--- config.mk ---
export PLATFORM = sky130hd
export DESIGN_NAME = ddr2_rb_read_ctrl
export DESIGN_NICKNAME = d
export VERILOG_FILES = /design/src/rtl/ddr2_rb_pkg.sv /design/src/rtl/ddr2_strobe_edge_det.sv /design/src/rtl/ddr2_rb_read_ctrl.sv
export SDC_FILE = /design/constraint.sdc
export NUM_CORES = 1
export LEC_CHECK = 0
export BUFFER_PORTS_ARGS = -buffer_cell sky130_fd_sc_hd__buf_2
export CAP_MARGIN = 20
export CELL_PAD_IN_SITES_DETAIL_PLACEMENT = 1
export CELL_PAD_IN_SITES_GLOBAL_PLACEMENT = 1
export CORE_MARGIN = 2
export CORE_UTILIZATION = 40
export CTS_CLUSTER_DIAMETER = 100
export CTS_CLUSTER_SIZE = 40
export DETAILED_ROUTE_END_ITERATION = 8
export GPL_TIMING_DRIVEN = 0
export PLACE_DENSITY = 0.82
export REMOVE_ABC_BUFFERS = 1
export SETUP_SLACK_MARGIN = 0.5
export SLEW_MARGIN = 20
export SYNTH_ARGS = -nofsm -noshare
export SYNTH_HDL_FRONTEND = slang
export SYNTH_SLANG_ARGS = --single-unit
--- constraint.sdc ---
create_clock -name clk -period 2.5 [get_ports clk]
set_input_delay 0.125 -clock clk [delete_from_list [all_inputs] [get_ports clk]]
set_output_delay 0.125 -clock clk [all_outputs]
set_load 0.02 [all_outputs]
--- src/rtl/ddr2_rb_pkg.sv ---
// Shared types and helpers for the DDR2 ring-buffer read/write-path controllers.
package ddr2_rb_pkg;
  localparam int RB_DEPTH = 8;
  localparam int PTR_W    = $clog2(RB_DEPTH);

  typedef enum logic [1:0] {IDLE, ARM, CAPTURE, DRAIN} rb_ctrl_state_t;
  typedef logic [1:0] blen_code_t;

  // Burst code 0..3 maps to 2,4,6,8 words.
  function automatic logic [3:0] blen_words(input blen_code_t code);
    return {1'b0, code, 1'b0} + 4'd2;
  endfunction
endpackage

--- src/rtl/ddr2_strobe_edge_det.sv ---
// Strobe edge detector: registers the strobe history and flags any toggle.
module ddr2_strobe_edge_det (
  input  logic clk,
  input  logic reset,
  input  logic strobe,
  output logic edge_pulse
);
  logic strobe_q;
  logic strobe_d;

  assign strobe_d   = strobe;
  assign edge_pulse = strobe ^ strobe_q;

  always_ff @(posedge clk) begin
    if (reset) strobe_q <= 1'b0;
    else       strobe_q <= strobe_d;
  end
endmodule

--- src/rtl/ddr2_rb_read_ctrl.sv ---
// Read-capture sequencer for one ddr2_ring_buffer8: arm, count strobe edges,
// then drain captured words via readPtr to a valid/ready consumer.
module ddr2_rb_read_ctrl
  import ddr2_rb_pkg::*;
#(
  parameter int TIMEOUT_CYC = 64,
  parameter int DW          = 16
) (
  input  logic             clk,
  input  logic             reset,
  input  logic             cmd_valid,
  output logic             cmd_ready,
  input  logic [1:0]       cmd_blen,
  output logic             rb_listen,
  input  logic             rb_strobe,
  output logic [PTR_W-1:0] rb_readPtr,
  input  logic [DW-1:0]    rb_dout,
  output logic             out_valid,
  input  logic             out_ready,
  output logic [DW-1:0]    out_data,
  output logic             out_last,
  output logic             err_timeout,
  output logic             err_stray
);
  localparam int TW = $clog2(TIMEOUT_CYC + 1);

  rb_ctrl_state_t   state_q, state_d;
  logic [3:0]       nwords_q, nwords_d;
  logic [3:0]       ecnt_q, ecnt_d;
  logic [3:0]       widx_q, widx_d;
  logic [TW-1:0]    tcnt_q, tcnt_d;
  logic [PTR_W-1:0] wr_base_q, wr_base_d;
  logic [PTR_W-1:0] rd_ptr_q, rd_ptr_d;
  logic             out_valid_q, out_valid_d;
  logic [DW-1:0]    out_data_q, out_data_d;
  logic             out_last_q, out_last_d;
  logic             err_timeout_q, err_timeout_d;
  logic             err_stray_q, err_stray_d;
  logic             strobe_edge;
  logic             load;

  ddr2_strobe_edge_det u_edge (
    .clk       (clk),
    .reset     (reset),
    .strobe    (rb_strobe),
    .edge_pulse(strobe_edge)
  );

  assign cmd_ready   = (state_q == IDLE);
  assign rb_listen   = (state_q == ARM);
  assign rb_readPtr  = rd_ptr_q;
  assign out_valid   = out_valid_q;
  assign out_data    = out_data_q;
  assign out_last    = out_last_q;
  assign err_timeout = err_timeout_q;
  assign err_stray   = err_stray_q;

  always_comb begin
    state_d       = state_q;
    nwords_d      = nwords_q;
    ecnt_d        = ecnt_q;
    widx_d        = widx_q;
    tcnt_d        = tcnt_q;
    wr_base_d     = wr_base_q;
    rd_ptr_d      = rd_ptr_q;
    out_valid_d   = out_valid_q;
    out_data_d    = out_data_q;
    out_last_d    = out_last_q;
    err_timeout_d = 1'b0;
    err_stray_d   = strobe_edge && (state_q != CAPTURE);
    load          = 1'b0;

    case (state_q)
      IDLE: begin
        if (cmd_valid) begin
          nwords_d = blen_words(cmd_blen);
          state_d  = ARM;
        end
      end
      ARM: begin
        ecnt_d  = '0;
        tcnt_d  = '0;
        state_d = CAPTURE;
      end
      CAPTURE: begin
        tcnt_d = tcnt_q + TW'(1);
        if (strobe_edge) ecnt_d = ecnt_q + 4'd1;
        if (strobe_edge && (ecnt_d == nwords_q)) begin
          rd_ptr_d = wr_base_q;
          widx_d   = '0;
          state_d  = DRAIN;
        end else if (tcnt_q == TW'(TIMEOUT_CYC - 1)) begin
          // The buffer has already advanced by every edge it saw; follow it.
          err_timeout_d = 1'b1;
          wr_base_d     = wr_base_q + ecnt_d[PTR_W-1:0];
          state_d       = IDLE;
        end
      end
      DRAIN: begin
        load = (widx_q != nwords_q) && (!out_valid_q || out_ready);
        if (load) begin
          out_data_d  = rb_dout;
          out_valid_d = 1'b1;
          out_last_d  = (widx_q == nwords_q - 4'd1);
          rd_ptr_d    = rd_ptr_q + PTR_W'(1);
          widx_d      = widx_q + 4'd1;
        end else if (out_ready) begin
          out_valid_d = 1'b0;
        end
        if (out_valid_q && out_ready && out_last_q) begin
          wr_base_d = wr_base_q + nwords_q[PTR_W-1:0];
          state_d   = IDLE;
        end
      end
      default: state_d = IDLE;
    endcase
  end

  always_ff @(posedge clk) begin
    if (reset) begin
      state_q       <= IDLE;
      nwords_q      <= '0;
      ecnt_q        <= '0;
      widx_q        <= '0;
      tcnt_q        <= '0;
      wr_base_q     <= '0;
      rd_ptr_q      <= '0;
      out_valid_q   <= 1'b0;
      out_data_q    <= '0;
      out_last_q    <= 1'b0;
      err_timeout_q <= 1'b0;
      err_stray_q   <= 1'b0;
    end else begin
      state_q       <= state_d;
      nwords_q      <= nwords_d;
      ecnt_q        <= ecnt_d;
      widx_q        <= widx_d;
      tcnt_q        <= tcnt_d;
      wr_base_q     <= wr_base_d;
      rd_ptr_q      <= rd_ptr_d;
      out_valid_q   <= out_valid_d;
      out_data_q    <= out_data_d;
      out_last_q    <= out_last_d;
      err_timeout_q <= err_timeout_d;
      err_stray_q   <= err_stray_d;
    end
  end
endmodule

== After elaboration in Yosys (flattened, before gate mapping) ==
Cells that the tools add are included.

* Reduce and logical (&&, ||, !) cells: 18
* Multiplexer cells: 22
* Eq/ne operators: 15
* Bitwise operators: 2
* Add/sub/neg operators: 8

{| class="wikitable"
|+ Operators by type and width
! kind !! count
|-
| $mux 4 || 4
|-
| $pmux 4 s2 || 2
|-
| $mux 3 || 5
|-
| $ne 2x2->1 const B || 7
|-
| $pmux 7 s2 || 1
|-
| $pmux 3 s2 || 2
|-
| $add 4x1->4 const B || 2
|-
| $eq 4x4->1 || 2
|-
| $mux 2 || 4
|-
| $pmux 2 s4 || 1
|-
| $add 7x1->7 const B || 1
|-
| $eq 7x6->1 const B || 1
|-
| $add 3x3->3 || 2
|-
| $reduce_and 2->1 || 3
|-
| $reduce_and 3->1 || 2
|-
| $reduce_bool 2->1 || 3
|-
| $logic_and 1x1->1 || 5
|-
| $add 3x2->4 const B || 1
|-
| $eq 2x2->1 const B || 2
|-
| $ne 4x4->1 || 1
|-
| $reduce_and 4->1 || 1
|-
| $sub 4x1->4 const B || 1
|-
| $add 3x1->3 const B || 1
|-
| $mux 1 || 3
|-
| 8 further kinds || 8
|}

* Flip-flop bits (word level): 48
* Logic and storage cells: 78
* Output and inout bits: 25

== Logic depth before layout (Yosys ltp) ==
Gate-level depths: netlist (run 1).

* Word-level depth: 7
* Mapped depth: 9

== Modules after synthesis ==
From an unflattened synthesis (run 1), not the netlist that was laid out.

* Cell total of the unflattened synthesis: 260
* Area total of the unflattened synthesis: 2,353.5 µm²

{| class="wikitable"
|+ By module, submodules not included
! module !! cells each !! times used !! sequential area each (µm²) !! area an instance (µm²)
|-
| ddr2_rb_read_ctrl || 257 || 1 || 920.9 || 2,318.5
|-
| ddr2_strobe_edge_det || 3 || 1 || 20.0 || 35.0
|}

== Least setup slack after synthesis (run 1) ==
OpenSTA, ideal clock, no wires.

* Path kind: reg-to-reg
* Start point: reg ecnt_q[0]
* End point: reg widx_q[2]
* Cell stages (with the launch flop): 9
* Arrival: 2,102 ps
* Path slack: 327 ps
* Setup time: 70 ps
* Data required time: 2,430 ps
* Cell sequence: dfxtp_1 -> ha_1 -> xor2_1 -> or2_1 -> a311oi_4 -> o22ai_2 -> buf_6 -> or3_1 -> a21oi_1

* Word-level cells in the longest chain between the ends: 7

{| class="wikitable"
|+ Ends and longest elaborated chain
! item !! line !! source
|-
| start, declared || ddr2_rb_read_ctrl.sv:29 || <nowiki>logic [3:0] ecnt_q, ecnt_d;</nowiki>
|-
| start signal, assigned || ddr2_rb_read_ctrl.sv:136 || <nowiki>ecnt_q <= ecnt_d;</nowiki>
|-
| $add 4x1->4 || ddr2_rb_read_ctrl.sv:87 || <nowiki>if (strobe_edge) ecnt_d = ecnt_q + 4'd1;</nowiki>
|-
| $mux 4 * || ddr2_rb_read_ctrl.sv:87 ||
|-
| $mux 4 * || ddr2_rb_read_ctrl.sv:73 || <nowiki>case (state_q)</nowiki>
|-
| $eq 4x4->1 * || ddr2_rb_read_ctrl.sv:88 || <nowiki>if (strobe_edge && (ecnt_d == nwords_q)) begin</nowiki>
|-
| $logic_and 1x1->1 * || ddr2_rb_read_ctrl.sv:88 ||
|-
| $ne 2x2->1 (no source line) * || n/a ||
|-
| $reduce_and 3->1 (no source line) * || n/a ||
|-
| end signal, assigned || ddr2_rb_read_ctrl.sv:137 || <nowiki>widx_q <= widx_d;</nowiki>
|-
| end, declared || ddr2_rb_read_ctrl.sv:30 || <nowiki>logic [3:0] widx_q, widx_d;</nowiki>
|}

Mark *: on every way between the ends. The rest lies on a longest branch, timed or not. The select of a mux whose other input is x is not followed.
A chain may end at the register's enable or synchronous reset.

== Final worst setup path (run 1) ==
* Start point: reg state_q[0]
* End point: reg widx_q[3]

* Word-level cells in the longest chain between the ends: 3

{| class="wikitable"
|+ Ends and longest elaborated chain
! item !! line !! source
|-
| start, declared || ddr2_rb_read_ctrl.sv:27 || <nowiki>rb_ctrl_state_t state_q, state_d;</nowiki>
|-
| start signal, assigned || ddr2_rb_read_ctrl.sv:134 || <nowiki>state_q <= state_d;</nowiki>
|-
| $eq 2x2->1 || ddr2_rb_read_ctrl.sv:73 ||
|-
| $ne 2x2->1 (no source line) / $reduce_bool 2->1 (equally long branches) || n/a ||
|-
| $reduce_and 3->1 (no source line) || n/a ||
|}

Several ways; a longest one is shown, not always the timed one.

==> flow_summary.toml, run 1 <==
[status]
status = "finished, final reports clean"

[sta]
tightest_slew_ns = 0.809
setup_tns_ns = 0
max_freq_mhz = 480
rsz0062_at_grt = "yes"
timing.final.ws_setup_ns = 0.419
setup_viol = 0
skew_ns = 0.0147
fin_crit_sh = 0.833
max_slew_margin = 0.461
hold_viol_final = 0
slew_viol_final = 0
period_needed_ns = 2.08

[pwr]
p_per_area_mw_per_mm2 = 697
clockPowerShare = 0.286
leakage_nw = 1.25
ir_drop_mv = 0.446
internal_power_mw = 1.36
power.share.sequential = 0.400
swShare = 0.352
p_switching_uw = 737
power_frac_comb = 0.314

[drt]
wl_um = 6480
drtAntennaViolNets = 0
routedWlPerCell_um = 16.2
viasPerCell = 5.32
drt_iter0_drc = 115
vias = 2121
drc = 0
dr.pass1.iters = 4

[yosys]
async_reset_ff_frac = 0
syn-cell-area_mm2 = 0.00233
synthAdderAreaFrac = 0.0675
synth_xor_area_frac = 0.0595
synth_compound_area_frac = 0.123
ys_ff_latch = 47
synth_cell_types = 46
ys.flop_type = "dfxtp_1"
seq_area_frac_synth = 0.403
synth_top_family_by_area = "simple AND/OR/NAND/NOR gates"
synth_cells = 264
synth_edf_count = 0
yosysWarnings = 0
synth_area_per_cell_um2 = 8.84
yosys.area_share.simple = 0.217
muxShareOfSynthArea = 0.0949

[cts]
cts_tree = "built"
clock_latency_ns = 0.32
clkSinkCount = 47
htreeDepth = 2
cts_buffer_depth = 2
root_buffer = "clkbuf_8"
clkTransAtPathRegs_ns = 0.11
numCtsBuffers = 5

[worst_setup_path]
path_buf_inv = 2
max_stage_delay_ns = 0.42
timing.rr.end = "widx_q[3]"
reg2reg_depth = 7
cp_max_fo = 12
endpoint_kind = "register"
criticalPathCategory = "reg -> reg"
slowest_stage = "or4_1"
crit_path_cell_trace = "inv_1, ha_4, clkinvlp_4, nor2_1, o22ai_4, or4_1, a21oi_1"
worstPathRequired_ns = 2.75
reg2reg_from = "state_q[0]"
r2r_slack_ns = 0.42
cp.arrival_ns = 2.33
startpoint_type = "register"
critPathTopFamily = "simple AND/OR/NAND/NOR gates"

[global_routing]
grt_overflow_total = 0
grt_start_max_net_pins = 46
grt_pass1_wl_um = 10300
grt_pass1_vias = 2211
antenna_found_initial = 0
gr-usage-all-layers = 0.207

[worst_hold_path]
holdPathStages = 3
hp-class = "in -> reg"
worstHoldStart = "rb_dout[2]"
holdPathEnd = "out_data[2]"

[place]
io_buffers = 47
gp_congestion = 0.814
place_inst = 372
hpwl_um = 3920
place_area_mm2 = 0.00261
pre_cts_slack_ns = -0.850

[final_layout]
mostFrequentLayoutCells = "47 x buf_2, 43 x dfxtp_1, 37 x nor2_1, 21 x mux2i_1, 21 x nand2_1"
stdcell_count = 399
synthToLayoutAreaGrowth_pct = 28.7
num-nets-final = 361
finish.instance_area_mm2 = 0.00300
layout_commonest_cell = "buf_2"
drive_gt1_frac = 0.300
n_antenna_cell = 0
fill_cells = 663

[die]
io_pins = 48
die-area_mm2 = 0.00646
die_h_um = 80.4
coreArea_mm2 = 0.00557
start_util = 0.419
fp-row-count = 27
die_w_um = 80.4

[flow_run]
maxCapViolations = 0
==> synthesized netlist by cell type (2+ instances only) <==
cell      number  area share
or3_1          5       0.013
nand2b_1       6       0.016
nor2_1        37       0.059
or2_1          2      0.0054
nor2b_1        4       0.011
ha_1          11       0.059
a31o_2         2      0.0075
xnor2_1        6       0.023
nand2_1       22       0.035
nor3_1         4      0.0086
nand3b_1       2      0.0064
dfxtp_1       47        0.40
nor4_1         2      0.0054
buf_2          2      0.0043
nand4_1        4       0.011
xor2_1         8       0.030
clkbuf_1       7       0.011
inv_1          8       0.013
nand3_1        8       0.017
and2_1         2      0.0054
mux2i_1       21       0.090
o21ai_0       10       0.021
a21oi_1       21       0.045
==> worst min-delay path, cell delays in order <==
cell	delay, ns
buf_2	0.07
mux2i_1	0.06
nor2_1	0.07
==> state kept, by name, indices dropped and copies added (netlist names), 2 cells and up <==
signal,cells
wr_base_q,3
rb_readPtr,3
nwords_q,3
ecnt_q,4
tcnt_q,7
widx_q,4
out_data,16
state_q,2
==> logic make-up (layout without fill, tap and decap cells) <==
kind of cell	count (synthesis)	count (layout)
AO/OA/AOI/OAI	44	44
XOR/XNOR	15	15
adder cells (fa/ha/maj)	12	12
buffers and inverters	19	82
flip-flops	47	47
multiplexers	22	22
AND/OR/NAND/NOR	105	105
==> worst max path at each step <==
stage	to	from	cells after the start	slack (ns)
finish	widx_q[3]	state_q[0]	7	0.42
global route	widx_q[3]	ecnt_q[1]	8	0.32
CTS	widx_q[3]	ecnt_q[1]	7	0.41
detailed placement	widx_q[3]	state_q[0]	6	-0.85
global placement	widx_q[3]	state_q[0]	6	-0.79
floorplan	widx_q[3]	state_q[0]	6	-0.17
==> metal layers <==
layer | vias to the layer above | share of wire | track usage | wire (um)
met3 | 10 | 0.033 | 0.0416 | 213
met2 | 36 | 0.54 | 0.386 | 3490
met4 | 0 | 0.015 | 0.0864 | 100
met5 | - | 0 | 0 | 0
met1 | 1044 | 0.41 | 0.225 | 2670
li1 | 1031 | - | - | -
==> power by group through the flow <==
stage	Clock, mW	Sequential [mW]	Combinational (mW)
after floorplan	0	0.844	0.347
after global placement	0	0.840	0.482
after detailed placement	0	0.842	0.504
after CTS	0.599	0.833	0.601
after global routing	0.633	0.843	0.712
final	0.599	0.838	0.656
==> through the flow <==
stage / power, mW / util / hold WS [ns]
final: 2.09 / 0.539 / 0.0346
after CTS: 2.03 / 0.528 / 0.0472
after global routing: 2.19 / 0.539 / 0.0450
after floorplan: 1.19 / - / 0.194
after detailed placement: 1.35 / 0.468 / 0.378
after global placement: 1.32 / 0.468 / 0.362
==> final cells by class <==
| class | count | area, um^2 | share of cell area |
|---|---|---|---|
| multi-input cells | 198 | 1420 | 0.472 |
| flip-flops and latches | 47 | 951 | 0.317 |
| repair buffers | 66 | 394 | 0.131 |
| well taps | 72 | 90.1 | 0.0300 |
| clock buffers | 5 | 68.8 | 0.0229 |
| clock inverters | 3 | 47.5 | 0.0158 |
| inverters | 8 | 33.8 | 0.0112 |
==> what timing repair did <==
item / in CTS / in global routing
resized for setup: 22 / 7
pin swaps: 11 / 7
hold buffers: 0 / 0
setup endpoints to repair: 29 / 14
setup buffers: 14 / 5
Note: power is estimated with default switching activity, not from simulation.
==> run 2: changes to the inputs <==
Clock period 2.5 ns to 2.1 ns, I/O delays scaled along.
==> run 2 against run 1 <==
Effect of this change:
- setup slack worse by 0.48 ns
- die area unchanged
- clock skew up 0.00069 ns
- largest cell class unchanged
- hold slack worse by 0.014 ns
- combinational power up 44%
- first-iteration DRC count down 2.6%
- the run now ends with setup timing left
- non-clock buffer count up 15
- sequential power up 21%
- largest power group unchanged
==> flow_summary.toml, run 2 (synthesis gave the netlist of run 1 again) <==
[die]
io_pins = 48
start_util = 0.419
die_w_um = 80.4
fp-row-count = 27
coreArea_mm2 = 0.00557
die_h_um = 80.4
die-area_mm2 = 0.00646

[final_layout]
drive_gt1_frac = 0.380
fill_cells = 659
layout_commonest_cell = "buf_2"
synthToLayoutAreaGrowth_pct = 40.2
largest_reg_flops = 16
n_antenna_cell = 0
num-nets-final = 376
final_core_util = 0.587
mostFrequentLayoutCells = "47 x buf_2, 38 x dfxtp_1, 37 x nor2_1, 24 x buf_4"

[pwr]
power_mw = 2.67
ir_drop_mv = 0.671
leakage_nw = 1.34
p_per_area_mw_per_mm2 = 815

[worst_setup_path]
cp_max_fo = 5
criticalPathCategory = "reg -> reg"
worstPathRequired_ns = 2.33
cp.arrival_ns = 2.40
startpoint_type = "register"
endpoint_kind = "register"

[sta]
timing.final.ws_setup_ns = -0.0639
hold_viol_final = 0
rsz0062_at_grt = "yes"
fin_crit_sh = 1.03
fin_hold_ws_ns = 0.0210
tightest_slew_ns = 0.857
setup_viol = 7
max_freq_mhz = 462
skew_ns = 0.0154
slew_viol_final = 0
max_slew_margin = 0.428
period_needed_ns = 2.16

[drt]
vias = 2258
drtAntennaViolNets = 0
viasPerCell = 5.45
drc = 0
wl_um = 7900
dr.pass1.iters = 4
drt_iter0_drc = 112
routedWlPerCell_um = 19.1

[cts]
ctsHoldBuffers = 0
cts_tree = "built"
clkSinkCount = 47
root_buffer = "clkbuf_8"
cts_buffer_depth = 2
numCtsBuffers = 5
clkTransAtPathRegs_ns = 0.10
htreeDepth = 2
clock_latency_ns = 0.32

[status]
failed_checks = "setup timing"
status = "finished, violations left"

[place]
io_buffers = 47
gp_congestion = 0.814
hpwl_um = 3920

[global_routing]
grt_pass1_vias = 2357
grt_pass1_wl_um = 11400
gr-usage-all-layers = 0.234
grt_overflow_total = 0
grt_start_max_net_pins = 46
antenna_found_initial = 0

[flow_run]
maxCapViolations = 0

[worst_hold_path]
hp-class = "in -> reg"
## run 2: cell count changes in the layout (fill, tap and decap cells not counted), sizes merged
cell	delta
buf	+15
## run 2: area by class of cell
cell class | count | area, um^2 | area share
flip-flops and latches | 47 | 970 | 0.296
clock buffers | 5 | 68.8 | 0.0210
clock inverters | 3 | 47.5 | 0.0145
well taps | 72 | 90.1 | 0.0275
multi-input cells | 198 | 1490 | 0.454
repair buffers | 81 | 578 | 0.177
inverters | 8 | 33.8 | 0.0103
## run 2: repair_timing
| action | in CTS | in global routing |
|---|---|---|
| gates cloned | 2 | 0 |
| setup buffers | 19 | 13 |
| setup endpoints to repair | 39 | 38 |
| gates resized for setup | 44 | 20 |
| pin swaps | 15 | 11 |
## run 2: stage by stage
stage | setup TNS, ns | worst slack [ns] | instance area [um^2] | instances
after global routing | -1.13 | -0.165 | 3270 | 414
after global placement | -15.52 | -1.19 | 2610 | 372
after floorplan | -2.61 | -0.572 | 2280 | 253
after CTS | 0 | 0.0143 | 3120 | 401
final | -0.241 | -0.0639 | 3270 | 414
after detailed placement | -17.27 | -1.25 | 2610 | 372
## run 2: worst paths after layout
check	endpoint	cells past startpoint	slack, ns	from
worst max-delay path	wr_base_q[2]	10	-0.06	ecnt_q[1]
worst min-delay path	out_data[13]	3	0.02	rb_dout[13]
worst max register to register	wr_base_q[2]	10	-0.06	ecnt_q[1]
worst min register to register	tcnt_q[1]	2	0.50	tcnt_q[1]
## run 2: worst max-delay path, cell delays in order, from the launching register on
cell and delay [ns]:
dfxtp_4 0.37, ha_4 0.15, xor2_2 0.16, buf_4 0.14
nand3b_1 0.12, a311oi_4 0.40, buf_4 0.18, buf_6 0.12
o22ai_4 0.08, a31o_2 0.22, a21oi_1 0.15
## run 2: layer usage
layer	wire, um	global-route usage
met1	3090	0.246
met2	4280	0.441
met3	265	0.0404
met4	255	0.117
met5	0	0
## run 2: power breakdown
| group | switching (mW) | total [mW] | internal [mW] |
|---|---|---|---|
| combinational | 0.512 | 0.943 | 0.431 |
| clock | 0.348 | 0.710 | 0.361 |
| sequential | 0.0716 | 1.01 | 0.943 |
